`config.mk`:
```
export PLATFORM = sky130hd
export DESIGN_NAME = sqrt_dispatcher
export DESIGN_NICKNAME = d
export VERILOG_FILES = /design/src/rtl/sqrt_pkg.sv /design/src/rtl/sqrt_operand_fifo.sv /design/src/rtl/sqrt_dispatcher.sv
export SDC_FILE = /design/constraint.sdc
export NUM_CORES = 1
export LEC_CHECK = 0
export BUFFER_PORTS_ARGS = -buffer_cell sky130_fd_sc_hd__buf_2
export CAP_MARGIN = 25
export CORE_MARGIN = 2
export CORE_UTILIZATION = 40
export CTS_CLUSTER_DIAMETER = 200
export CTS_CLUSTER_SIZE = 30
export DETAILED_ROUTE_END_ITERATION = 10
export SYNTH_ARGS = -nofsm -noshare
export SYNTH_HDL_FRONTEND = slang
export SYNTH_SLANG_ARGS = --single-unit
export TNS_END_PERCENT = 5
```
`constraint.sdc`:
```
create_clock -name clk -period 5.75 [get_ports clk]
set_input_delay 0.575 -clock clk [delete_from_list [all_inputs] [get_ports clk]]
set_output_delay 0.575 -clock clk [all_outputs]
set_load 0.03 [all_outputs]
```
`src/rtl/sqrt_pkg.sv`:
```
// Shared widths and dispatcher FSM encoding for the square-root datapath.
package sqrt_pkg;
    localparam int SQ_D_W = 32;
    localparam int SQ_Q_W = 16;
    localparam int SQ_R_W = 17;

    typedef enum logic [0:0] {
        IDLE = 1'b0,
        WAIT = 1'b1
    } sqrt_state_t;
endpackage

```
`src/rtl/sqrt_operand_fifo.sv`:
```
// Operand FIFO for the square-root dispatcher: DEPTH-entry synchronous queue,
// head always shows the oldest entry.
module sqrt_operand_fifo
    import sqrt_pkg::*;
#(
    parameter int DEPTH = 4
) (
    input  logic                   clk,
    input  logic                   clrn,
    input  logic                   push,
    input  logic                   pop,
    input  logic [SQ_D_W-1:0]      din,
    output logic [SQ_D_W-1:0]      head,
    output logic [$clog2(DEPTH):0] count
);
    localparam int AW = $clog2(DEPTH);
    localparam logic [AW:0] FULL_CNT = (AW+1)'(DEPTH);

    logic [SQ_D_W-1:0] mem_r [DEPTH];
    logic [AW-1:0]     wr_ptr_r;
    logic [AW-1:0]     rd_ptr_r;
    logic              do_push_s;
    logic              do_pop_s;

    // Refuse overflow and underflow locally so a misbehaving caller cannot corrupt the queue
    always_comb begin
        do_push_s = push && (count != FULL_CNT);
        do_pop_s  = pop && (count != '0);
    end

    // Pointer and occupancy tracking
    always_ff @(posedge clk or negedge clrn) begin
        if (!clrn) begin
            wr_ptr_r <= '0;
            rd_ptr_r <= '0;
            count    <= '0;
        end else begin
            if (do_push_s) begin
                wr_ptr_r <= wr_ptr_r + AW'(1);
            end
            if (do_pop_s) begin
                rd_ptr_r <= rd_ptr_r + AW'(1);
            end
            case ({do_push_s, do_pop_s})
                2'b10:   count <= count + (AW+1)'(1);
                2'b01:   count <= count - (AW+1)'(1);
                default: count <= count;
            endcase
        end
    end

    // Storage: entries beyond count are never observed, so no reset is needed
    always_ff @(posedge clk) begin
        if (do_push_s) begin
            mem_r[wr_ptr_r] <= din;
        end
    end

    assign head = mem_r[rd_ptr_r];
endmodule

```
`src/rtl/sqrt_dispatcher.sv`:
```
// Square-root dispatcher: queues radicands, runs one core operation at a time
// and holds each result for a backpressured consumer. SQRT_DISP_EXACT_EN adds out_exact.
module sqrt_dispatcher
    import sqrt_pkg::*;
#(
    parameter int DEPTH = 4
) (
    input  logic              clk,
    input  logic              clrn,
    input  logic              in_valid,
    output logic              in_ready,
    input  logic [SQ_D_W-1:0] in_d,
    output logic              sq_start,
    output logic [SQ_D_W-1:0] sq_d,
    input  logic              sq_busy,
    input  logic              sq_ready,
    input  logic [SQ_Q_W-1:0] sq_q,
    input  logic [SQ_R_W-1:0] sq_r,
    output logic              out_valid,
    input  logic              out_ready,
    output logic [SQ_D_W-1:0] out_d,
    output logic [SQ_Q_W-1:0] out_q,
    output logic [SQ_R_W-1:0] out_r
`ifdef SQRT_DISP_EXACT_EN
    ,
    output logic              out_exact
`endif
);
    localparam int CNT_W = $clog2(DEPTH) + 1;
    localparam logic [CNT_W-1:0] FULL_CNT = CNT_W'(DEPTH);

    sqrt_state_t       state_r;
    logic [CNT_W-1:0]  count_s;
    logic [SQ_D_W-1:0] head_s;
    logic              push_s;
    logic              issue_s;
    logic              capture_s;
    logic              drain_s;

    assign in_ready = (count_s != FULL_CNT);

    // Handshake decode; an issue may reuse the output slot that drains on the same edge
    always_comb begin
        push_s    = in_valid && in_ready;
        drain_s   = out_valid && out_ready;
        issue_s   = (state_r == IDLE) && (count_s != '0) && !sq_busy && (!out_valid || out_ready);
        capture_s = (state_r == WAIT) && sq_ready;
    end

    sqrt_operand_fifo #(
        .DEPTH (DEPTH)
    ) u_fifo (
        .clk   (clk),
        .clrn  (clrn),
        .push  (push_s),
        .pop   (issue_s),
        .din   (in_d),
        .head  (head_s),
        .count (count_s)
    );

    // Issue FSM: sq_d keeps the issued operand so the capture can echo it on out_d
    always_ff @(posedge clk or negedge clrn) begin
        if (!clrn) begin
            state_r  <= IDLE;
            sq_start <= 1'b0;
            sq_d     <= '0;
        end else begin
            sq_start <= 1'b0;
            case (state_r)
                IDLE: begin
                    if (issue_s) begin
                        sq_start <= 1'b1;
                        sq_d     <= head_s;
                        state_r  <= WAIT;
                    end
                end
                WAIT: begin
                    if (capture_s) begin
                        state_r <= IDLE;
                    end
                end
                default: state_r <= IDLE;
            endcase
        end
    end

    // Output holding register; a capture wins over a same-edge drain
    always_ff @(posedge clk or negedge clrn) begin
        if (!clrn) begin
            out_valid <= 1'b0;
            out_d     <= '0;
            out_q     <= '0;
            out_r     <= '0;
`ifdef SQRT_DISP_EXACT_EN
            out_exact <= 1'b0;
`endif
        end else if (capture_s) begin
            out_valid <= 1'b1;
            out_d     <= sq_d;
            out_q     <= sq_q;
            out_r     <= sq_r;
`ifdef SQRT_DISP_EXACT_EN
            out_exact <= (sq_r == '0);
`endif
        end else if (drain_s) begin
            out_valid <= 1'b0;
        end else begin
            out_valid <= out_valid;
        end
    end
endmodule

```
==> results by group <==
Outcome
  • Status: complete, no violations

Timing
  • Clock skew: 11.22 ps
  • Final Hold Fails: 0
  • Max Freq: 378.6 MHz
  • Slew Limit Fails: 0
  • Setup ws final: 3109 ps
  • Final setup TNS: 0 ps
  • Unrepaired setup endpoints after global routing: no
  • Slew margin rel.: 0.3621
  • Final Setup Violations: 0
  • Final period util: 0.4593
  • Post-layout min period: 2641 ps
  • Slew @ Worst Pin: 956.9 ps

Worst setup path
  • Crit path max fanout: 36
  • CP endpoint kind: register
  • Crit-path max cell delay: 810 ps
  • Critical Path, Cell by Cell: nor2b_4, or4_4, inv_1, ha_1, inv_1, fa_1, xor2_1, nor2_1, xor2_1
  • WS Path Type: register to register
  • Critical Path Source Type: register
  • Worst path buffer plus inverter count: 2
  • Critical Path RT: 6140 ps
  • Top Family by Delay on Critical Path: simple AND/OR/NAND/NOR gates
  • Worst EP arrival: 3030 ps
  • Slowest CP cell: or4_4

Power and ir drop
  • Gate power share: 0.403
  • Peak VDD IR: 286.5 uV
  • P_sw: 2210 uW
  • Power, Total: 5966 uW
  • Part of the power in registers: 0.456
  • Clk pwr share: 0.142
  • Switching Share: 0.3705
  • Cell Pwr Density: 581.4 nW/um2
  • Pleak: 0.004182 uW
  • Int Pwr: 3755 uW

Route
  • Residual DRC: 0
  • Via/cell ratio: 4.976
  • WL final: 16.45 mm
  • Routed via count: 4,334
  • Wirelength per Cell: 18.89 um
  • Final ANT Viol Nets: 0
  • Drt first pass iters: 4
  • DR iter-0 viols: 191

Floorplanning
  • Die height: 152.8 um
  • Die ar.: 23,340 um2
  • Core footprint: 21,760 um2
  • IO Pins: 171
  • Die Width: 152.8 um
  • Initial Utilization: 0.4070
  • Rows: 54

Placed design
  • Placement-stage cell area: 9960 um2
  • Placer Congestion: 0.7068
  • Pre-CTS setup slack: 2884 ps
  • DP HPWL: 10.15 mm
  • Port Buf Inserts: 170

Job
  • Max_cap viols: 0

Synthesis
  • #FFs+latches synth: 235
  • Sequential fraction of the synthesis area: 0.7365
  • Netlist cell types: 26
  • Synth Flop Type: edfxtp_1
  • Post-synth top area cell: edfxtp_1
  • Synth Cell Area: 8855 um2
  • Largest cells by area after synthesis: edfxtp_1 43%, dfrtp_1 30%, mux2_2 9.2%
  • Syn avg cell area: 21.03 um2
  • Syn nets: 498
  • Synth warn: 0
  • Async SR Flop Fraction: 0.4553
  • Yosys top cell area share: 0.4341
  • Gate Count Post-Synth: 421
  • Post-synth EDFFs: 128

Clock network
  • Post-CTS sizing: 0
  • CTS Hold Bufs: 0
  • Setup Buffers After CTS: 0
  • CTS tree: yes
  • Register clock-pin slew on the reported worst setup and hold paths: 110 ps
  • Clock Tree Buf Depth: 3
  • Clock sinks: 235
  • TritonCTS buffer count: 11
  • CTS HTree Levels: 1
  • Clk_lat worst skew: 460 ps
  • Clock Tree Root: clkbuf_16

GRT
  • GRT overflow: 0
  • Pin count of the biggest net entering global routing: 67
  • Vias in the first global route: 4,710
  • Total track usage: 0.1408
  • First-pass GRT wire length: 26.08 mm
  • Initial antenna violation count: 1

Cells and area
  • Multi-input gate area: 2183 um2
  • Fraction of layout cells with a size suffix above 1: 0.5475
  • Area grow syn2layout: 15.87%
  • Layout Nets: 664
  • Layout filler cell count: 1,886
  • Post-route cell area: 10,260 um2
  • FF/Latch Area: 6524 um2

Worst hold path
  • Worst Hold Class: input port to async pin
==> final cells by class <==
| type | count | area share |
|---|---|---|
| diodes | 1 | 0.0002439 |
| repair buffers | 172 | 0.08463 |
| flip-flops and latches | 235 | 0.6359 |
| clock buffers | 15 | 0.02829 |
| well taps | 280 | 0.03415 |
| clock inverters | 1 | 0.0007317 |
| multi-input cells | 158 | 0.2128 |
| inverters | 9 | 0.003293 |
==> power groups by stage <==
stage	Clock (uW)	Sequential [uW]	Combinational (uW)
finish	846	2720	2400
global route	937	2800	2560
CTS	886	2740	2450
detailed placement	0	2780	2450
global placement	0	2740	2400
floorplan	0	3350	1160
==> synthesized netlist by cell type, drive strengths merged (2+ instances only) <==
library cell  instances
mux2                 98
clkbuf                7
ha                    5
mux4                 32
dfrtp               107
nor2                  2
edfxtp              128
xor2                  2
xnor2                 4
and3                  4
buf                  12
inv                   9
==> per-stage QoR <==
step                        util  cells  hold WS (ps)
final                     0.4716    871         131.5
after global routing      0.4715    870         179.7
after CTS                 0.4715    870         151.4
after detailed placement  0.4578    854         488.4
after global placement    0.4578    854         470.3
after floorplan                -    421         279.4
==> worst paths after layout <==
path                                      start  slack, ps             endpoint  cells after the start
worst max-delay path                  out_valid       3110      u_fifo.count[2]                      9
worst min-delay path                       clrn        130             out_d[4]                      1
worst max register to register        out_valid       3110      u_fifo.count[2]                      9
worst min register to register  u_fifo.count[2]        510      u_fifo.count[2]                      1
max in group asynchronous                  clrn       4350   u_fifo.rd_ptr_r[1]                      2
min in group clk                       in_d[29]        310  u_fifo.mem_r[2][29]                      1
==> registers in the layout, summed over array words and instances, names as in the netlist <==
signal           cells
u_fifo.rd_ptr_r      2
u_fifo.mem_r       128
out_d               32
u_fifo.count         3
u_fifo.wr_ptr_r      2
out_r               17
out_q               16
sq_start             1
sq_d                32
state_r              1
out_valid            1
==> layer usage <==
metal / wire length, um / vias up / GRT usage / part of all wire
met5: 0 / - / 0 / 0
met4: 239 / 0 / 0.02557 / 0.015
met3: 988 / 15 / 0.03328 / 0.060
met2: 8139 / 129 / 0.2494 / 0.49
met1: 7084 / 2260 / 0.1791 / 0.43
li1: - / 1930 / - / -
==> logic make-up (layout without fill, tap and decap cells) <==
group	after synthesis	count (layout)	share of synthesized area
DFF	235	235	0.7365
muxes	131	131	0.2182
buffers and inverters	28	197	0.01837
and+or+nand+nor	14	14	0.01116
adders and majority gates	6	6	0.009326
xor gates and xnor gates	6	6	0.005935
AOI/OAI and AO/OA	1	1	0.0005647
other	0	1	0
==> layout by cell type, fill, tap and decap left out, drive strengths merged <==
cell	count
buf	172
edfxtp	128
dfrtp	107
mux2	98
mux4	32
clkbuf	15
inv	9
ha	5
and3	4
xnor2	4
nor2	2
xor2	2
diode	1
nor2b	1
nor3	1
or4	1
or3b	1
and2	1
o21ai	1
nand2	1
mux2i	1
nand2b	1
nand4bb	1
fa	1
clkinvlp	1
(Power assumes the default switching activity.)
